## config.mk

```make
export PLATFORM = sky130hd
export DESIGN_NAME = firebird7_in_gate1_tessent_data_capture_tdr_w19
export DESIGN_NICKNAME = d
export VERILOG_FILES = /design/src/rtl/firebird7_in_gate1_tessent_tdr_pkg.sv /design/src/rtl/firebird7_in_gate1_tessent_tdr_update_reg.sv /design/src/rtl/firebird7_in_gate1_tessent_data_capture_tdr_w19.sv
export SDC_FILE = /design/constraint.sdc
export NUM_CORES = 1
export LEC_CHECK = 0
export ABC_AREA = 1
export CAP_MARGIN = 20
export CORE_UTILIZATION = 51
export DETAILED_ROUTE_END_ITERATION = 16
export PLACE_DENSITY = 0.83
export SLEW_MARGIN = 20
export SYNTH_ARGS = -nofsm -noshare
export SYNTH_HDL_FRONTEND = slang
export SYNTH_HIERARCHICAL = 1
export SYNTH_SLANG_ARGS = --single-unit
```

## constraint.sdc

```tcl
create_clock -name ijtag_tck -period 1.1 [get_ports ijtag_tck]
set_input_delay 0.11 -clock ijtag_tck [delete_from_list [all_inputs] [get_ports ijtag_tck]]
set_output_delay 0.11 -clock ijtag_tck [all_outputs]
set_load 0.01 [all_outputs]
```

## src/rtl/firebird7_in_gate1_tessent_tdr_pkg.sv

```systemverilog
// Shared definitions for the firebird7 gate1 data-capture TDR.
//   TDR_WIDTH    : default functional data width
//   chain_len()  : scan chain length for a given data width (data + select + mismatch)
//   SELECT_BIT   : chain index of the select bit at the default width
//   MISMATCH_BIT : chain index of the mismatch flag at the default width
//   tdr_update_t : {select, data} view of the update register at the default width
package firebird7_in_gate1_tessent_tdr_pkg;

  localparam int unsigned TDR_WIDTH = 19;

  function automatic int unsigned chain_len(input int unsigned w);
    return w + 2;
  endfunction

  localparam int unsigned SELECT_BIT   = TDR_WIDTH;
  localparam int unsigned MISMATCH_BIT = TDR_WIDTH + 1;

  typedef struct packed {
    logic                 select;
    logic [TDR_WIDTH-1:0] data;
  } tdr_update_t;

endpackage

```

## src/rtl/firebird7_in_gate1_tessent_tdr_update_reg.sv

```systemverilog
// Update register of the data-capture TDR.
//   clk  : rising-edge clock
//   rst  : synchronous active-high reset, clears q
//   load : loads d into q on the next edge
//   d    : value to load
//   q    : registered contents
module firebird7_in_gate1_tessent_tdr_update_reg #(
  parameter int unsigned W = 20
) (
  input  logic         clk,
  input  logic         rst,
  input  logic         load,
  input  logic [W-1:0] d,
  output logic [W-1:0] q
);

  always_ff @(posedge clk) begin
    if (rst) begin
      q <= '0;
    end else if (load) begin
      q <= d;
    end
  end

endmodule

```

## src/rtl/firebird7_in_gate1_tessent_data_capture_tdr_w19.sv

```systemverilog
// IJTAG data-capture TDR: captures the functional value seen at the data-mux
// output together with the current select bit and a mismatch flag (functional
// value differs from the last programmed value), shifts it out LSB-first,
// and updates {select, data} that drive the downstream data mux.
//   ijtag_tck          : clock, rising edge
//   ijtag_reset        : synchronous active-high reset
//   ijtag_sel          : TDR selected in the active scan path
//   ijtag_ce/se/ue     : capture / shift / update enables (ce wins over se)
//   ijtag_si, ijtag_so : scan in, scan out (so = shift[0], combinational)
//   functional_data_in : value observed at the data-mux output
//   ijtag_data_out     : registered update data to the mux
//   ijtag_select       : registered update select bit to the mux
module firebird7_in_gate1_tessent_data_capture_tdr_w19
  import firebird7_in_gate1_tessent_tdr_pkg::*;
#(
  parameter int unsigned WIDTH = TDR_WIDTH
) (
  input  logic             ijtag_tck,
  input  logic             ijtag_reset,
  input  logic             ijtag_sel,
  input  logic             ijtag_ce,
  input  logic             ijtag_se,
  input  logic             ijtag_ue,
  input  logic             ijtag_si,
  output logic             ijtag_so,
  input  logic [WIDTH-1:0] functional_data_in,
  output logic [WIDTH-1:0] ijtag_data_out,
  output logic             ijtag_select
);

  localparam int unsigned CHAIN_LEN = chain_len(WIDTH);
  // Chain indices follow WIDTH when it differs from the package default.
  localparam int unsigned SEL_IDX   = SELECT_BIT - TDR_WIDTH + WIDTH;
  localparam int unsigned MIS_IDX   = MISMATCH_BIT - TDR_WIDTH + WIDTH;

  logic [CHAIN_LEN-1:0] shift_q;
  logic [WIDTH:0]       upd_q;
  logic                 mismatch;
  logic                 upd_load;

  // Compared against the update register even while select is 0, so the flag
  // always tells whether the mux output equals the last programmed value.
  assign mismatch = (functional_data_in != upd_q[WIDTH-1:0]);

  always_ff @(posedge ijtag_tck) begin
    if (ijtag_reset) begin
      shift_q <= '0;
    end else if (ijtag_sel && ijtag_ce) begin
      shift_q <= {mismatch, upd_q[WIDTH], functional_data_in};
    end else if (ijtag_sel && ijtag_se) begin
      shift_q <= {ijtag_si, shift_q[CHAIN_LEN-1:1]};
    end
  end

  // Update samples shift_q as it stands before this edge, so ue alongside
  // ce or se takes the pre-capture / pre-shift contents. Mismatch bit is
  // never transferred.
  assign upd_load = ijtag_sel && ijtag_ue;

  firebird7_in_gate1_tessent_tdr_update_reg #(
    .W(WIDTH + 1)
  ) u_update_reg (
    .clk  (ijtag_tck),
    .rst  (ijtag_reset),
    .load (upd_load),
    .d    (shift_q[SEL_IDX:0]),
    .q    (upd_q)
  );

  assign ijtag_so       = shift_q[0];
  assign ijtag_data_out = upd_q[WIDTH-1:0];
  assign ijtag_select   = upd_q[WIDTH];

  // MIS_IDX is the top of the chain; kept as a named index for readability.
  logic unused_idx;
  assign unused_idx = shift_q[MIS_IDX];

endmodule

```

Word-level counts from Yosys, hierarchy flattened
Cells that the tools add are included.
W data, S select, Z words.

word-level totals
  output and inout bits = 21
  register bits = 41
  bits of input ports = 26
  logic and storage cells = 9

operators by class
  equality and inequality tests = 1
  mux-type cells = 2
  reduce and logical (&&, ||, !) cells = 4

operators by type and width
  operator             number
  $mux W21             2
  $ne A19 B19 Y1       1
  $logic_and A1 B1 Y1  3
  $reduce_bool A2 Y1   1

Logic depth before layout (Yosys ltp)
  depth in word-level cells = 3
  depth in mapped cells = 9

Cells and area by module
The synthesis kept the hierarchy.

modules (own cells, without submodules)
  module                                           area each (sq um)  cells an instance  instances  sequential area each (sq um)
  firebird7_in_gate1_tessent_data_capture_tdr_w19  1387.6             245                1          420.4
  firebird7_in_gate1_tessent_tdr_update_reg        834.6              127                1          400.4

Least setup slack after synthesis
Ideal clock, no wire load.

  path kind = register to register
  start point = reg u_update_reg.q[8]
  end point = reg shift_q[20]
  arrival time = 916 ps
  slack = 68 ps
  data required time = 984 ps
  stages on the path, launching flop included = 10
  period minus slack after synthesis = 1032 ps
  cells stage by stage = dfxtp_1 inv_1 nand2_1 nand2_2 nor2_1 nand2_1 nor2_1 nand3_1 nand2_1 a21oi_1

between the ends
  word-level cells in the longest chain between the ends = 2

ends and longest elaborated chain
  item                    line                                                   text
  start, declared         firebird7_in_gate1_tessent_tdr_update_reg.sv:14        output logic [W-1:0] q
  start signal, assigned  firebird7_in_gate1_tessent_tdr_update_reg.sv:19        q <= '0;
  start signal, assigned  firebird7_in_gate1_tessent_tdr_update_reg.sv:21        q <= d;
  $ne A19 B19 Y1          firebird7_in_gate1_tessent_data_capture_tdr_w19.sv:43  assign mismatch = (functional_data_in != upd_q[WIDTH-1:0]);
  $mux W21                firebird7_in_gate1_tessent_data_capture_tdr_w19.sv:48  end else if (ijtag_sel && ijtag_ce) begin
  end signal, assigned    firebird7_in_gate1_tessent_data_capture_tdr_w19.sv:49  shift_q <= {mismatch, upd_q[WIDTH], functional_data_in};
  end signal, assigned    firebird7_in_gate1_tessent_data_capture_tdr_w19.sv:51  shift_q <= {ijtag_si, shift_q[CHAIN_LEN-1:1]};
  end, declared           firebird7_in_gate1_tessent_data_capture_tdr_w19.sv:36  logic [CHAIN_LEN-1:0] shift_q;

No other way between the ends.
A chain may end at the register's enable or synchronous reset.

Final worst setup path
  start point = reg u_update_reg.q[4]
  end point = reg shift_q[20]

Same word-level chain as after synthesis.

==> impl_metrics.py <==
metrics = {
    "timing": {
        "fmax_mhz": 888,
        "tightest_slew_ps": 209,
        "relSlewSlack_pct": 86.0,
        "fin_worst_skew_ps": 7.39,
        "maxSlewViolCount": 0,
        "finalCritPeriodShare_pct": 102,
        "final-hold-violation-count": 0,
        "setup-tns-final_ps": -26.5,
        "min_period_ps": 1130,
        "hold_ws_ps": 388,
        "setup_ws_ps": -26.5,
        "setup_viol": 1,
        "rsz0062_at_grt": "true",
    },
    "setup_path": {
        "critPathLaunchType": "flop",
        "critPathMaxFanout": 4,
        "path_class": "flop to flop",
        "cp.required_ps": 1300,
        "crit_arrival_ps": 1320,
        "end_kind": "flop",
    },
    "outcome": {
        "status": "finished with violations",
        "failed_checks": "setup timing",
    },
    "finish": {
        "instances_no_fill": 493,
        "postLayoutCoreUtil_pct": 76.0,
        "fill_cells": 323,
        "final_common_cell": "nand2_1",
        "drive_gt1_share_pct": 16.5,
        "final_cell_mix": "128 x nand2_1, 69 x inv_1, 51 x nor2_1",
        "multi_input_area_mm2": 0.00106,
        "synthToLayoutAreaGrowth_pct": 39.7,
        "seq_area_um2": 841,
        "nNetsFinal": 468,
        "antenna_cells": 0,
    },
    "pwr": {
        "clkPwrFrac_pct": 34.5,
        "p_leak_nw": 1.64,
        "p_sw_uw": 971,
        "pwr-share-comb_pct": 20.5,
        "swShare_pct": 26.6,
        "intPower_mw": 2.67,
        "power_per_cell_area_mw_per_mm2": 1170,
        "power_frac_seq_pct": 45.0,
        "vdd_drop_max_v": 0.000975,
    },
    "floorplanning": {
        "die-height_um": 68.0,
        "dieArea_mm2": 0.00463,
        "row_count": 23,
        "initial_core_util_pct": 54.4,
        "die_w_um": 68.0,
        "core_mm2": 0.00409,
        "num_io_pins": 47,
    },
    "cts": {
        "cts_buffers": 5,
        "clock-root-buffer": "clkbuf_8",
        "cts_tree": "done",
        "htree_levels": 2,
        "clock_path_buffers": 2,
        "clk_pin_slew_ps": 80,
        "cts_hold_buf": 0,
        "cts_sinks": 41,
        "clock_latency_ps": 300,
    },
    "placement": {
        "gp_congestion": 0.825,
        "post-place-cells": 484,
        "dp_slack_ps": -321,
        "port_buffers": 46,
        "place.detailed.hpwl_mm": 4.11,
    },
    "global_routing": {
        "grt_pass1_vias": 2126,
        "gr-usage-all-layers_pct": 27.2,
        "antenna_found_initial": 0,
        "grt_first_pass_wirelength_mm": 9.27,
        "grt_start_max_net_pins": 28,
        "grt_overflow": 0,
    },
    "drt": {
        "drc": 0,
        "wl_per_cell_um": 11.8,
        "vias": 2416,
        "viasPerCell": 4.90,
        "drt-total-wl_mm": 5.84,
        "drtPass1Iterations": 6,
        "ant_nets": 0,
        "drt_iter0_drc": 157,
    },
    "synthesis": {
        "synth_nets": 398,
        "syn_inst": 372,
        "ys_types": 16,
        "synth_seq_cells": 41,
        "ys_warn_count": 6,
        "yosysSeqAreaShare_pct": 36.9,
        "synth_area_per_cell_um2": 5.97,
        "synthesis.area_mm2": 0.00222,
    },
    "hold_path": {
        "worstHoldPathType": "input pin to flop",
    },
    "run": {
        "cap_violations": 0,
    },
}
through the flow:
| step | power (mW) | area, µm² |
|---|---|---|
| 2_1_floorplan | 2.04 | 2220 |
| 3_3_place_gp | 2.40 | 2940 |
| 3_5_place_dp | 2.42 | 2940 |
| 4_1_cts | 3.63 | 3060 |
| 5_1_grt | 3.80 | 3100 |
| 6_report | 3.64 | 3100 |
layer usage:
metal	up-vias	GRT usage, %	share of wire [%]
met5	-	0	0
met4	0	10.9	1.8
met3	11	4.83	5.6
met2	69	48.8	50
met1	1106	31.4	43
li1	1230	-	-
critical path, stage by stage (launching register included):
cell and delay [ps]:
dfxtp_2 360, inv_2 40, nand2_2 50, nand2_2 50
nor2_2 130, nand2_1 80, nor2_2 100, nand3_1 80
nand2_1 80, a21oi_1 60
cell usage after synthesis, drive strengths merged:
master  instances  share of area [%]
buf            10                3.6
o21ai           1               0.23
nand3          27                6.1
dfxtp          41                 37
nand2         140                 24
nor2           54                9.1
xnor2           4                1.6
o211ai         14                4.7
a21oi           1               0.23
inv            75                 13
clkbuf          5               0.84
power groups by stage:
stage	combinational [mW]	sequential, mW	clock, mW
after floorplan	0.364	1.68	0
after global placement	0.731	1.67	0
after detailed placement	0.748	1.67	0
after CTS	0.736	1.64	1.26
after global routing	0.825	1.65	1.33
final	0.749	1.64	1.26
kinds of logic (layout without fill, tap and decap cells):
group / Yosys count / count (layout) / share of synthesized area, %
AND/OR/NAND/NOR: 221 / 221 / 39.1
buffers and inverters: 90 / 161 / 17.2
flip-flops: 41 / 41 / 36.9
AO/OA/AOI/OAI: 16 / 16 / 5.18
XOR/XNOR: 4 / 4 / 1.58
timing repair:
action	CTS	global route
setup endpoints to repair	22	29
pin swaps	6	9
gates resized for setup	33	27
setup buffers	1	0
layout make-up:
class / instances / area share [%]
sequential: 41 / 27.1
multi-input combinational: 241 / 34.0
clock buffer: 7 / 2.78
clock inverter: 1 / 0.967
timing repair buffer: 78 / 24.0
inverter: 75 / 9.15
tap: 50 / 2.02
registers in the layout, indices dropped and copies added (netlist names):
| register | flops |
|---|---|
| shift_q | 21 |
| u_update_reg/q | 20 |
final timing paths:
| path | slack (ps) | end | cells after the start | from |
|---|---|---|---|---|
| worst min register to register | 490 | u_update_reg/q[14]$_SDFFE_PP0P_ | 2 | u_update_reg/q[14]$_SDFFE_PP0P_ |
| worst min-delay path | 390 | shift_q[4]$_SDFFE_PP0P_ | 6 | functional_data_in[4] |
| worst max-delay path | -30 | shift_q[20]$_SDFFE_PP0P_ | 9 | u_update_reg/q[4]$_SDFFE_PP0P_ |
| worst max register to register | -30 | shift_q[20]$_SDFFE_PP0P_ | 9 | u_update_reg/q[4]$_SDFFE_PP0P_ |
Note: power is estimated with default switching activity, not from simulation.
